File: src/rtl/regfile_sb.sv
// Register file with a per-register busy scoreboard and a registered pending-producer count.
// Optional write-to-read forwarding is enabled with REGFILE_SB_BYPASS_EN.
module regfile_sb #(
    parameter int DATA_W = 32,
    parameter int ADDR_W = 5
) (
    input  logic              CLK,
    input  logic              Reset,
    input  logic              RegWre,
    input  logic [ADDR_W-1:0] WriteReg,
    input  logic [DATA_W-1:0] WriteData,
    input  logic [ADDR_W-1:0] rs,
    input  logic [ADDR_W-1:0] rt,
    output logic [DATA_W-1:0] ReadData1,
    output logic [DATA_W-1:0] ReadData2,
    input  logic              RsvWre,
    input  logic [ADDR_W-1:0] RsvReg,
    input  logic              Flush,
    output logic              Busy1,
    output logic              Busy2,
    output logic [ADDR_W:0]   PendCnt
);

    localparam int DEPTH = 2 ** ADDR_W;
    localparam int CNT_W = ADDR_W + 1;

    logic [DATA_W-1:0] regs_q [DEPTH];
    logic [DATA_W-1:0] regs_d [DEPTH];
    logic [DEPTH-1:0]  busy_q;
    logic [DEPTH-1:0]  busy_d;
    logic [CNT_W-1:0]  pend_cnt_q;
    logic [CNT_W-1:0]  pend_cnt_d;

    logic wr_en;
    logic rsv_en;
    logic rsv_new;
    logic wr_retire;

    assign wr_en  = RegWre && (WriteReg != '0);
    assign rsv_en = RsvWre && (RsvReg != '0);

    always_comb begin
        regs_d = regs_q;
        if (wr_en) begin
            regs_d[WriteReg] = WriteData;
        end
    end

    // Reserve is applied last so it wins over both the write clear and flush.
    always_comb begin
        busy_d = Flush ? '0 : busy_q;
        if (wr_en) begin
            busy_d[WriteReg] = 1'b0;
        end
        if (rsv_en) begin
            busy_d[RsvReg] = 1'b1;
        end
        busy_d[0] = 1'b0;
    end

    always_comb begin
        rsv_new   = rsv_en && !busy_q[RsvReg];
        wr_retire = wr_en && busy_q[WriteReg] && !(rsv_en && (RsvReg == WriteReg));
        if (Flush) begin
            pend_cnt_d = CNT_W'(rsv_en);
        end else begin
            pend_cnt_d = pend_cnt_q + CNT_W'(rsv_new) - CNT_W'(wr_retire);
        end
    end

    always_ff @(posedge CLK or negedge Reset) begin
        if (!Reset) begin
            for (int i = 0; i < DEPTH; i++) begin
                regs_q[i] <= '0;
            end
            busy_q     <= '0;
            pend_cnt_q <= '0;
        end else begin
            regs_q     <= regs_d;
            busy_q     <= busy_d;
            pend_cnt_q <= pend_cnt_d;
        end
    end

    assign PendCnt = pend_cnt_q;

    always_comb begin
        ReadData1 = '0;
        ReadData2 = '0;
        Busy1     = 1'b0;
        Busy2     = 1'b0;
        if (Reset) begin
            ReadData1 = regs_q[rs];
            ReadData2 = regs_q[rt];
            Busy1     = busy_q[rs];
            Busy2     = busy_q[rt];
`ifdef REGFILE_SB_BYPASS_EN
            // Forwarded busy shows the post-edge state of the written register.
            if (wr_en && (WriteReg == rs)) begin
                ReadData1 = WriteData;
                Busy1     = rsv_en && (RsvReg == rs);
            end
            if (wr_en && (WriteReg == rt)) begin
                ReadData2 = WriteData;
                Busy2     = rsv_en && (RsvReg == rt);
            end
`endif
            if (rs == '0) begin
                ReadData1 = '0;
                Busy1     = 1'b0;
            end
            if (rt == '0) begin
                ReadData2 = '0;
                Busy2     = 1'b0;
            end
        end
    end

endmodule

File: config.mk
export PLATFORM = sky130hd
export DESIGN_NAME = regfile_sb
export DESIGN_NICKNAME = d
export VERILOG_FILES = /design/src/rtl/regfile_sb.sv
export SDC_FILE = /design/constraint.sdc
export NUM_CORES = 2
export LEC_CHECK = 0
export CAP_MARGIN = 20
export CORE_UTILIZATION = 60
export DETAILED_ROUTE_END_ITERATION = 8
export PLACE_DENSITY = 0.82
export SLEW_MARGIN = 20
export SYNTH_ARGS = -nofsm -noshare
export SYNTH_HDL_FRONTEND = slang
export SYNTH_SLANG_ARGS = --single-unit
File: constraint.sdc
create_clock -name CLK -period 10.2 [get_ports CLK]
set_clock_uncertainty 0.05 [all_clocks]
set_input_delay 3.06 -clock CLK [delete_from_list [all_inputs] [get_ports CLK]]
set_output_delay 3.06 -clock CLK [all_outputs]
set_load 0.03 [all_outputs]
==> impl_metrics.toml <==
[timing]
period_minus_slack_ns = 9.47
fin_ws_ns = 0.734
slew_viol_final = 0
hold_viol_final = 0
setup_tns_ns = 0
rsz0062_at_grt = "no"
fin_crit_sh_pct = 92.8
max_slew.worst_pin.slew_ns = 1.13
setup_viol_count_final = 0
max_freq_mhz = 106
whs_ns = 0.344
max-slew-margin-rel_pct = 24.5

[synthesis]
synth_warnings = 0
synth-seq-area-share_pct = 46.6
syn_nets = 3715
synth_top_area_share_pct = 46.6
ys.flop_type = "dfrtp_1"
synth_edf_count = 0
netlist_instances = 3651
netlist-cell-type-count = 56
syn-cell-area_sq_mm = 0.0570
synth.area.top_cells = "dfrtp_1, mux4_2, mux2_2"
yosysTopAreaCell = "dfrtp_1"
async_flop_share_pct = 100
yosysMostFrequentCell = "dfrtp_1"
ys_ff_latch = 1061
avgSynthCellArea_sq_um = 15.6
yosys-top-cells-count = "dfrtp_1, mux2_2, mux4_2"

[setup_path]
crit_type = "primary input to output pin"
path_buf_inv = 3
crit_required_ns = 7.09
reg2reg_slack_ns = 6.71
worstPathMaxFanout = 20
start_kind = "primary input"
max_stage_delay_ns = 1.05
end_kind = "output pin"
r2r_cells = 11
rr_endpoint = "PendCnt[4]"
cp_common_cell = "clkdlybuf4s50_1"
cp_slowest_cell = "or4b_2"
cp_data_arrival_time_ns = 6.36
crit_family = "buffers and inverters"
cp_cell_sequence = "clkdlybuf4s50_1, or4b_2, buf_4, o22a_1, o221ai_1, clkdlybuf4s50_1"
r2r-start = "busy_q[7]"

[routing]
drc_errors = 0
via_per_inst = 7.30
drt_first_pass_iters = 5
wirelength_um = 161000
drt_iter0_drc = 4085
postRouteAntennaNets = 0
wl_per_cell_um = 32.9
num_vias = 35743

[clocking]
hold_buffers = 0
ctsHtreeMaxLevel = 3
cts_tree = "built"
cts_sinks = 1061
cts_buffers = 107
cts_setup_buffers = 0
cts_resized = 0
cts_buffer_depth = 3
clk_pin_slew_ns = 0.06
root_buffer = "clkbuf_16"
clock_latency_ns = 0.68

[global_route]
grt-ovfl-total = 0
antenna_found_initial = 15
grt_start_max_net_pins = 177
grt_pass1_vias = 36642
grt_use_total_pct = 34.4
grt_pass1_wl_um = 241000

[pwr]
cellPowerDensity_mw_per_mm2 = 198
ir_drop_v = 0.000173
p_leak_nw = 27.0
p_total_mw = 12.4

[die]
coreArea_sq_mm = 0.0937
die_w_um = 310
num_rows = 112
start_util_pct = 60.8
dieHeight_um = 310
die-area_sq_mm = 0.0963
io_pins = 129

[hold_path]
holdCritPathClass = "flop to flop"
worstHoldEndpoint = "regs_q[995]"
worstHoldStart = "regs_q[995]"
holdPathStages = 0

[final_layout]
drive_above_1_share_pct = 51.1
final_area_sq_mm = 0.0628
final_nets = 3611
finalCoreUtilization_pct = 66.9
layoutNonFillerInstCount = 4897
areaGrowthSynthToFinish_pct = 10.1

[placed_design]
placed_cells = 4692
place_area_sq_mm = 0.0590
place_ws_ns = 0.846
place_congestion = 0.892
io_buffers = 128
dp.final_hpwl_um = 91100

[outcome]
status = "complete, no violations"

[flow_run]
maxCapViolations = 0
## power by group
group	internal [mW]	leakage (nW)	switching (mW)
Combinational	1.56	11.5	1.11
Clock	2.49	1.87	1.71
Sequential	4.99	13.6	0.571
## cells by family after synthesis
logic type / share of synthesized area, %
flip-flops: 46.6
multiplexers: 45.6
adder cells (fa/ha/maj): 0.167
AND/OR/NAND/NOR: 1.27
AO/OA/AOI/OAI: 2.83
XOR/XNOR: 0.138
buffers and inverters: 3.42
## worst max path at each step
stage / slack (ns) / from / cells past startpoint / endpoint
after floorplan: 2.25 / rt[0] / 7 / ReadData2[12]
after global routing: 0.69 / rt[3] / 6 / ReadData2[20]
after global placement: 0.87 / rt[4] / 6 / ReadData2[1]
after detailed placement: 0.85 / rt[4] / 6 / ReadData2[1]
final: 0.73 / rt[4] / 6 / ReadData2[1]
after CTS: 0.83 / rt[4] / 6 / ReadData2[1]
## layout by cell type (no fill, tap or decap), types with 4 or more instances in the layout
cell                n
nand3_1            21
a31o_2              9
dfrtp_1          1061
mux4_2            538
nor2b_1             7
o22a_1             64
buf_4              75
diode_2            10
clkinvlp_4          4
clkbuf_1           14
o221ai_1           64
ha_1                6
nand3b_1           10
clkbuf_8           24
nand2_1            15
a31oi_1             5
xnor2_1             7
a21oi_1             9
nor2_4             10
nand2_2             5
mux2_2            992
bufinv_16          13
clkdlybuf4s50_1   112
nand4_1             4
buf_12             13
mux2i_1           270
clkbuf_16         111
buf_8               5
clkinv_2           23
o21ai_0             8
buf_2               7
inv_1              22
nor2_1             17
o32ai_1            14
nor3_4              4
nand2b_1            8
## routing by layer
layer / vias to the layer above / global-route usage [%] / wire length, um
met4: 2 / 16.5 / 8150
li1: 14040 / - / -
met3: 455 / 7.87 / 16400
met5: - / 0 / 13
met1: 19150 / 47.7 / 62000
met2: 2096 / 51.8 / 74700
## sequential cells by signal, summed over array words and instances, names as in the netlist
signal	count
regs_q	1024
busy_q	31
PendCnt	6
## area by class of cell
class | instances | area (sq um)
well taps | 1254 | 1570
clock inverters | 46 | 617
clock buffers | 149 | 3160
fillers | 6187 | 31000
repair buffers | 214 | 2080
flip-flops and latches | 1061 | 26600
diodes | 10 | 25.0
inverters | 23 | 86.3
multi-input cells | 2140 | 28700
Power figures use the tool's default switching activity.
